--- config.mk ---
export PLATFORM = sky130hd
export DESIGN_NAME = alu_sequencer
export DESIGN_NICKNAME = d
export VERILOG_FILES = /design/src/rtl/alu_seq_pkg.sv /design/src/rtl/alu_op_decode.sv /design/src/rtl/alu_sequencer.sv
export SDC_FILE = /design/constraint.sdc
export NUM_CORES = 1
export LEC_CHECK = 0
export ABC_AREA = 1
export BUFFER_PORTS_ARGS = -buffer_cell sky130_fd_sc_hd__buf_2
export CAP_MARGIN = 20
export CORE_MARGIN = 1.5
export CORE_UTILIZATION = 47
export CTS_CLUSTER_SIZE = 24
export DETAILED_ROUTE_END_ITERATION = 7
export MAX_ROUTING_LAYER = met4
export PLACE_DENSITY_LB_ADDON = 0.05
export SYNTH_ARGS = -nofsm -noshare
export SYNTH_HDL_FRONTEND = slang
export SYNTH_HIERARCHICAL = 1
export SYNTH_SLANG_ARGS = --single-unit
--- constraint.sdc ---
create_clock -name clk -period 2.9 [get_ports clk]
set_input_delay 0.87 -clock clk [delete_from_list [all_inputs] [get_ports clk]]
set_output_delay 0.87 -clock clk [all_outputs]
set_load 0.02 [all_outputs]
--- src/rtl/alu_seq_pkg.sv ---
// rtl/alu_seq_pkg.sv - shared types and constants for the accumulator-group sequencer
// Purpose: op encoding, FSM state codes, ALU select bundle and per-op select vectors.
// Ports: none (package).
package alu_seq_pkg;

    typedef enum logic [3:0] {
        OP_ADD   = 4'h0,
        OP_ADC   = 4'h1,
        OP_SUB   = 4'h2,
        OP_SBB   = 4'h3,
        OP_ANA   = 4'h4,
        OP_XRA   = 4'h5,
        OP_ORA   = 4'h6,
        OP_CMP   = 4'h7,
        OP_INR   = 4'h8,
        OP_DCR   = 4'h9,
        OP_A_OUT = 4'hA
    } alu_op_e;

    // State codes kept as plain constants so legacy tools can read them.
    typedef logic [2:0] seq_state_e;
    localparam seq_state_e ST_IDLE  = 3'd0;
    localparam seq_state_e ST_LOAD  = 3'd1;
    localparam seq_state_e ST_OPND  = 3'd2;
    localparam seq_state_e ST_CONST = 3'd3;
    localparam seq_state_e ST_EXEC  = 3'd4;
    localparam seq_state_e ST_DRIVE = 3'd5;

    // carry_in is active-low: 1 means no carry into bit 0.
    typedef struct packed {
        logic op1;
        logic op2;
        logic neg;
        logic ncarry_1;
        logic carry_in;
    } alu_sel_t;

    // ADC/SBB carry_in bits are placeholders; the decoder substitutes the latched carry.
    localparam alu_sel_t SEL_ADD  = '{1'b1, 1'b0, 1'b0, 1'b0, 1'b1};
    localparam alu_sel_t SEL_ADC  = '{1'b1, 1'b0, 1'b0, 1'b0, 1'b0};
    localparam alu_sel_t SEL_SUB  = '{1'b1, 1'b0, 1'b1, 1'b0, 1'b0};
    localparam alu_sel_t SEL_SBB  = '{1'b1, 1'b0, 1'b1, 1'b0, 1'b0};
    localparam alu_sel_t SEL_ANA  = '{1'b1, 1'b1, 1'b0, 1'b0, 1'b0};
    localparam alu_sel_t SEL_XRA  = '{1'b1, 1'b0, 1'b0, 1'b1, 1'b1};
    localparam alu_sel_t SEL_ORA  = '{1'b0, 1'b0, 1'b0, 1'b1, 1'b1};
    localparam alu_sel_t SEL_CMP  = '{1'b1, 1'b0, 1'b1, 1'b0, 1'b0};
    localparam alu_sel_t SEL_INC  = '{1'b1, 1'b0, 1'b0, 1'b0, 1'b0};
    localparam alu_sel_t SEL_NONE = '{1'b0, 1'b0, 1'b0, 1'b0, 1'b0};

    function automatic logic is_legal_op(input logic [3:0] op);
        return op <= 4'hA;
    endfunction

endpackage

--- src/rtl/alu_op_decode.sv ---
// rtl/alu_op_decode.sv - per-op ALU selects and sequencing attributes
// Purpose: combinational map of latched op/carry to ALU selects and flow flags.
// Ports: op, cy in; sel, writes_a, writes_cy, needs_operand, tmp_const out.
import alu_seq_pkg::*;

module alu_op_decode (
    input  logic [3:0] op,
    input  logic       cy,
    output alu_sel_t   sel,
    output logic       writes_a,
    output logic       writes_cy,
    output logic       needs_operand,
    output logic       tmp_const
);

    always_comb begin
        sel           = SEL_NONE;
        writes_a      = 1'b1;
        writes_cy     = 1'b1;
        needs_operand = 1'b1;
        tmp_const     = 1'b0;
        case (alu_op_e'(op))
            OP_ADD: sel = SEL_ADD;
            OP_ADC: begin
                sel          = SEL_ADC;
                sel.carry_in = ~cy;
            end
            OP_SUB: sel = SEL_SUB;
            OP_SBB: begin
                sel          = SEL_SBB;
                sel.carry_in = cy;
            end
            OP_ANA: sel = SEL_ANA;
            OP_XRA: sel = SEL_XRA;
            OP_ORA: sel = SEL_ORA;
            OP_CMP: begin
                sel      = SEL_CMP;
                writes_a = 1'b0;
            end
            // INR/DCR are A + const + 1 with const 00 or FE; CY is preserved.
            OP_INR: begin
                sel           = SEL_INC;
                writes_cy     = 1'b0;
                needs_operand = 1'b0;
            end
            OP_DCR: begin
                sel           = SEL_INC;
                writes_cy     = 1'b0;
                needs_operand = 1'b0;
                tmp_const     = 1'b1;
            end
            default: begin
                writes_a      = 1'b0;
                writes_cy     = 1'b0;
                needs_operand = 1'b0;
            end
        endcase
    end

endmodule

--- src/rtl/alu_sequencer.sv ---
// rtl/alu_sequencer.sv - multi-cycle controller for the accumulator/ALU datapath
// Purpose: sequences one accumulator-group op per request, holding ALU selects stable.
// Ports: clk, rst, start, op, carry_flag, operand_valid, abort in;
//        busy, done, aborted, illegal_op, operand_req, flag/ALU selects, datapath strobes out.
import alu_seq_pkg::*;

module alu_sequencer (
    input  logic       clk,
    input  logic       rst,
    input  logic       start,
    input  logic [3:0] op,
    input  logic       carry_flag,
    input  logic       operand_valid,
    input  logic       abort,
    output logic       busy,
    output logic       done,
    output logic       aborted,
    output logic       illegal_op,
    output logic       operand_req,
    output logic       flag_we,
    output logic       flag_cy_we,
    output logic       alu_carry_in,
    output logic       select_op1,
    output logic       select_op2,
    output logic       select_neg,
    output logic       select_ncarry_1,
    output logic       select_shift_right,
    output logic       shift_right_in,
    output logic       dbus_to_act,
    output logic       a_to_act,
    output logic       alu_to_a,
    output logic       sel_alu_a,
    output logic       alu_a_to_dbus,
    output logic       write_dbus_to_alu_tmp,
    output logic       sel_0_fe,
    output logic       fe_0_to_act
);

    seq_state_e state;
    seq_state_e state_nxt;
    logic [3:0] op_q;
    logic       cy_q;

    alu_sel_t   dec_sel;
    logic       writes_a;
    logic       writes_cy;
    logic       needs_operand;
    logic       tmp_const;

    alu_op_decode u_decode (
        .op            (op_q),
        .cy            (cy_q),
        .sel           (dec_sel),
        .writes_a      (writes_a),
        .writes_cy     (writes_cy),
        .needs_operand (needs_operand),
        .tmp_const     (tmp_const)
    );

    logic accept;
    assign accept = (state == ST_IDLE) && start && is_legal_op(op);

    always_comb begin
        state_nxt = state;
        if (state != ST_IDLE && abort) begin
            state_nxt = ST_IDLE;
        end else begin
            case (state)
                ST_IDLE:  if (accept) state_nxt = (op == OP_A_OUT) ? ST_DRIVE : ST_LOAD;
                ST_LOAD:  state_nxt = needs_operand ? ST_OPND : ST_CONST;
                ST_OPND:  if (operand_valid) state_nxt = ST_EXEC;
                ST_CONST: state_nxt = ST_EXEC;
                default:  state_nxt = ST_IDLE;
            endcase
        end
    end

    // Datapath registers capture on the falling edge, so the sequencer does too.
    always_ff @(negedge clk) begin
        if (rst) begin
            state <= ST_IDLE;
            op_q  <= 4'h0;
            cy_q  <= 1'b0;
        end else begin
            state <= state_nxt;
            if (accept) begin
                op_q <= op;
                cy_q <= carry_flag;
            end
        end
    end

    always_comb begin
        busy                  = (state != ST_IDLE);
        illegal_op            = (state == ST_IDLE) && start && !is_legal_op(op);
        aborted               = busy && abort;
        operand_req           = (state == ST_OPND);
        a_to_act              = (state == ST_LOAD);
        sel_0_fe              = (state == ST_CONST);
        fe_0_to_act           = (state == ST_CONST) && tmp_const;
        alu_a_to_dbus         = (state == ST_DRIVE);
        // Abort suppresses every strobe that would commit state in the datapath.
        write_dbus_to_alu_tmp = (state == ST_OPND) && operand_valid && !abort;
        done                  = ((state == ST_EXEC) || (state == ST_DRIVE)) && !abort;
        flag_we               = (state == ST_EXEC) && !abort;
        flag_cy_we            = (state == ST_EXEC) && writes_cy && !abort;
        alu_to_a              = (state == ST_EXEC) && writes_a && !abort;
        select_op1            = busy && dec_sel.op1;
        select_op2            = busy && dec_sel.op2;
        select_neg            = busy && dec_sel.neg;
        select_ncarry_1       = busy && dec_sel.ncarry_1;
        alu_carry_in          = busy && dec_sel.carry_in;
        select_shift_right    = 1'b0;
        shift_right_in        = 1'b0;
        dbus_to_act           = 1'b0;
        sel_alu_a             = 1'b0;
    end

endmodule

==> metrics.md, run 1 <==
| Metric | Value |
|---|---|
| I/O pins | `32` |
| Dpl cell area | `approximately 1000 µm²` |
| Inserted Clock Buffers | `3` |
| Placed cells | `around 170` |
| Commonest cells post-synth | `nor2_1 (34), inv_1 (20), nand2_1 (17)` |
| Stopping stage | `global routing (5_1_grt)` |
| Dpl hpwl | `around 1400 µm` |
| Die Height | `about 40 µm` |
| Syn_area_per_cell | `between 5 and 6 µm²` |
| Synth top area share | `roughly 25%` |
| Ys Warns | `6` |
| Mapped Cells | `approximately 120` |
| Die width | `39.7 µm` |
| Rows | `13` |
| Starting Density | `about half` |
| Top-count cell post-synth | `nor2_1` |
| CTS Hold Buffers Added | `0` |
| Sequential share of the synthesized area | `roughly 25%` |
| Root Driver | `clkbuf_4` |
| EDFF count, synth | `0` |
| Error msg | `[ERROR DPL-0038] Utilization greater than 100%, impossible to legalize` |
| Clock buffer depth | `2` |
| Largest net degree at the start of global routing | `10` |
| Predominant post-synthesis flop cell | `dfxtp_1` |
| Worst EP kind | `primary output` |
| CTS Sinks | `8` |
| Synth Cell Area | `between 600 and 700 µm²` |
| Post-synth top area cell | `dfxtp_1` |
| FF+latch count, synth | `8` |
| H-tree depth | `1` |
| Worst Endpoint after GRT Repair | `alu_carry_in` |
| Status | `stopped before the end` |
| Routability cong. | `slightly below 0.8` |
| Unique masters post-synth | `18` |
| Buffers on Ports | `27` |
| Area contributors post-synth | `dfxtp_1 (25%), nor2_1 (20%), inv_1 (12%)` |
| Async set-reset flop share out of synthesis | `0%` |
[logic make-up after synthesis]
logic type | synth area share (%)
AOI/OAI and AO/OA | 7.13
buffers and inverters | 20.6
DFF | 25.3
other | 0.593
and+or+nand+nor | 46.3
[through the flow]
stage / util, % / hold slack [ns] / setup WS (ns)
2_1_floorplan: - / 0.459 / -0.445
3_3_place_gp: 78.8 / 0.507 / -0.414
3_5_place_dp: 78.8 / 0.508 / -0.445
4_1_cts: 94.6 / 0.512 / -0.684
[what timing repair did]
item,in CTS
setup buffers,5
gates resized for setup,39
pin swaps,6
setup endpoints to repair,18
==> inputs of run 2 (changes only) <==
--- a/config.mk
+++ b/config.mk
@@ -8,12 +8,10 @@
 export ABC_AREA = 1
 export BUFFER_PORTS_ARGS = -buffer_cell sky130_fd_sc_hd__buf_2
 export CAP_MARGIN = 20
-export CORE_MARGIN = 1.5
-export CORE_UTILIZATION = 47
-export CTS_CLUSTER_SIZE = 24
+export CORE_AREA = 2 2 63 65
 export DETAILED_ROUTE_END_ITERATION = 7
-export MAX_ROUTING_LAYER = met4
-export PLACE_DENSITY_LB_ADDON = 0.05
+export DIE_AREA = 0 0 65 67
+export PLACE_DENSITY_LB_ADDON = 0.15
 export SYNTH_ARGS = -nofsm -noshare
 export SYNTH_HDL_FRONTEND = slang
 export SYNTH_HIERARCHICAL = 1
==> run 2 against run 1 <==
Compared with the run above:
- synthesized cell count is the same
- the flow now finishes, with violations (setup timing)
- synthesized area is the same
==> metrics.md, run 2 <==
| Metric | Value |
|---|---|
| Root Driver | `clkbuf_8` |
| Share of cells above drive strength 1 | `between 50% and 60%` |
| CTS Sinks | `8 (unchanged)` |
| WL met3 | `around 79 µm` |
| Post-synthesis compound-gate area fraction | `7.13% (unchanged)` |
| Drt pass-1 iters | `3` |
| H-tree depth | `1 (unchanged)` |
| Most frequent cells in the layout | `buf_4 (28), nor2_1 (22), inv_1 (19)` |
| Routability cong. | `0.822 (+4.0%)` |
| Reg2reg start | `state[0]` |
| Commonest cells post-synth | `nor2_1 (34), inv_1 (20), nand2_1 (17)` |
| Initial DRC Count | `15` |
| All-Layer GR Usage | `about a tenth` |
| Core region area | `between 3000 and 4000 µm²` |
| Placed cells | `207 (+20%)` |
| Die width | `65 µm (+64%)` |
| Post-synth top area cell | `dfxtp_1` |
| Antenna violations before repair | `0` |
| Ys Warns | `6 (unchanged)` |
| Max reg flops | `4` |
| Number of global-route vias before repair | `820` |
| First-pass GRT wire length | `between 3000 and 4000 µm` |
| Peak supply drop | `about 0.45 mV` |
| Grt ovf | `0` |
| Required time of the worst setup path | `between 2 and 2.5 ns` |
| Commonest non-fill, non-tap cell in the layout | `buf_4` |
| Area contributors post-synth | `dfxtp_1 (25%), nor2_1 (20%), inv_1 (12%)` |
| R2R Setup Slk | `between 1.5 and 2 ns` |
| Simple-gate share of the synthesized area | `46.3% (unchanged)` |
| Clk Latency, worst-skew pair | `roughly 0.29 ns` |
| R2r endpoint | `op_q[0]` |
| FF+latch count, synth | `8 (unchanged)` |
| Largest register by flop count | `op_q` |
| Largest family of logic cells by synthesized area | `simple AND/OR/NAND/NOR gates` |
| Leakage | `between 0.7 and 0.8 nW` |
| Nets | `between 150 and 200` |
| Synth Area in Adders | `0% (unchanged)` |
| Rows | `22 (+9)` |
| Syn_area_per_cell | `5.45 µm² (unchanged)` |
| Sequential share of the synthesized area | `25.3% (unchanged)` |
| Status | `finished, violations left` |
| Clk pin slew, worst setup/hold paths | `0.03 ns` |
| Failing checks | `setup timing` |
| WP data arrival | `roughly 2.7 ns` |
| Pwr Total | `around 1.2 mW` |
| Mapped Cells | `116 (unchanged)` |
| Predominant post-synthesis flop cell | `dfxtp_1` |
| Fill count | `slightly below 400` |
| Vias | `876` |
| WL per Instance | `between 9 and 10 µm` |
| Async set-reset flop share out of synthesis | `0% (unchanged)` |
| Drt drc | `0` |
| Worst setup EP type | `output pin` |
| Area Overhead vs Synth | `129%` |
| Inserted Clock Buffers | `3 (unchanged)` |
| Mux share of post-synthesis cell area | `0% (unchanged)` |
| DR vias/cell | `slightly below 4` |
| Maxcap violations | `0` |
| Die Height | `67 µm (+69%)` |
| Final core area utilization | `around 40%` |
| Post-Layout Cell Count | `227` |
| Worst Setup Start Kind | `register` |
| Setup WS post-layout | `-0.651 ns` |
| Clock buffer depth | `2 (unchanged)` |
| Worst hold path class | `reg2reg` |
| Post-synthesis xor/xnor area fraction | `0% (unchanged)` |
| Final Hold Fails | `0` |
| Synth Cell Area | `632 µm² (unchanged)` |
| Crit path max fanout | `4` |
| Crit path to | `alu_carry_in` |
| RSZ-0062 raised after global routing | `true` |
| Max-slew violation count | `0` |
| Synth top area share | `25.3% (unchanged)` |
| Top Layer Used | `met4` |
| Largest net degree at the start of global routing | `10` |
| CTS tree | `yes` |
| Final setup fails | `18` |
| Final WL | `2060 µm` |
| Clock skew | `about 0.003 ns` |
| Die area | `roughly 4400 µm²` |
| WL met1 | `833 µm` |
| Buffers on Ports | `27 (unchanged)` |
| # diodes | `0` |
| Register area | `approximately 180 µm²` |
| Wire length on met2 | `1120 µm` |
| Starting Density | `17.5% (-32 points)` |
| PwrDens | `814 nW/µm²` |
| R2R depth | `7` |
| Crit path from | `op_q[3]` |
| I/O pins | `32 (unchanged)` |
| Unique masters post-synth | `18 (unchanged)` |
| EDFF count, synth | `0 (unchanged)` |
| Path type of the worst setup path | `reg2out` |
| Dpl hpwl | `1580 µm (+11%)` |
| CTS Hold Buffers Added | `0 (unchanged)` |
| Final ANT Viol Nets | `0` |
| Multi-input gate area | `547 µm²` |
| Biggest regs | `op_q x4, state x3, cy_q x1` |
| Top-count cell post-synth | `nor2_1` |
## run 2: cell counts after synthesis
No cell type changed its count.
## run 2: logic make-up (layout without fill, tap and decap cells)
group,count (synthesis),count (layout)
AO/OA/AOI/OAI,9,9
buffers and inverters,29,89
flip-flops,8,8
other,1,4
AND/OR/NAND/NOR,69,69
## run 2: worst max-delay path, cell delays in order (launching register included)
cell and delay (ns):
dfxtp_4 0.35, inv_4 0.08, nand2_4 0.05, nor2_1 0.08, nand2_1 0.08, nand2_1 0.07
inv_2 0.04, nor2_4 0.07, buf_6 0.11
## run 2: through the flow
step	area, µm²	setup TNS [ns]	hold WS [ns]	setup slack, ns
4_1_cts	1310	-11.02	0.509	-0.662
3_3_place_gp	1060	-7.71	0.515	-0.434
5_1_grt	1450	-11.96	0.534	-0.717
2_1_floorplan	767	-5.52	0.459	-0.445
3_5_place_dp	1060	-7.70	0.505	-0.432
6_report	1450	-10.79	0.503	-0.651
## run 2: layer usage
metal | GRT usage, % | up-vias
li1 | - | 469
met1 | 11.4 | 383
met2 | 17.3 | 22
met3 | 2.70 | 2
met4 | 6.12 | 0
met5 | 0 | -
## run 2: repair_timing
item	in CTS	in global routing
pin swaps	10	10
setup buffers	6	4
resized for setup	48	25
endpoints found under the setup margin	18	19
## run 2: final cells by class
cell class,instances,share of cell area (%)
Sequential cell,8,12.7
Multi-Input combinational cell,82,37.8
Inverter,22,7.27
Clock buffer,3,2.86
Timing Repair Buffer,56,33.1
Clock inverter,8,2.08
Tap cell,48,4.16
## run 2: worst min path at each step
stage | startpoint | endpoint | slack (ns) | cells after the start
floorplan | op_q[0] | op_q[0] | 0.46 | 2
global placement | cy_q | cy_q | 0.51 | 2
detailed placement | cy_q | cy_q | 0.50 | 2
CTS | cy_q | cy_q | 0.51 | 2
global route | cy_q | cy_q | 0.53 | 2
finish | cy_q | cy_q | 0.50 | 2
## run 2: where the power goes
part	internal, mW	switching [mW]	leakage [nW]
sequential	0.151	0.0576	0.0703
clock	0.105	0.0681	0.0642
combinational	0.382	0.412	0.578
total	0.639	0.538	0.712
(Power assumes the default switching activity.)
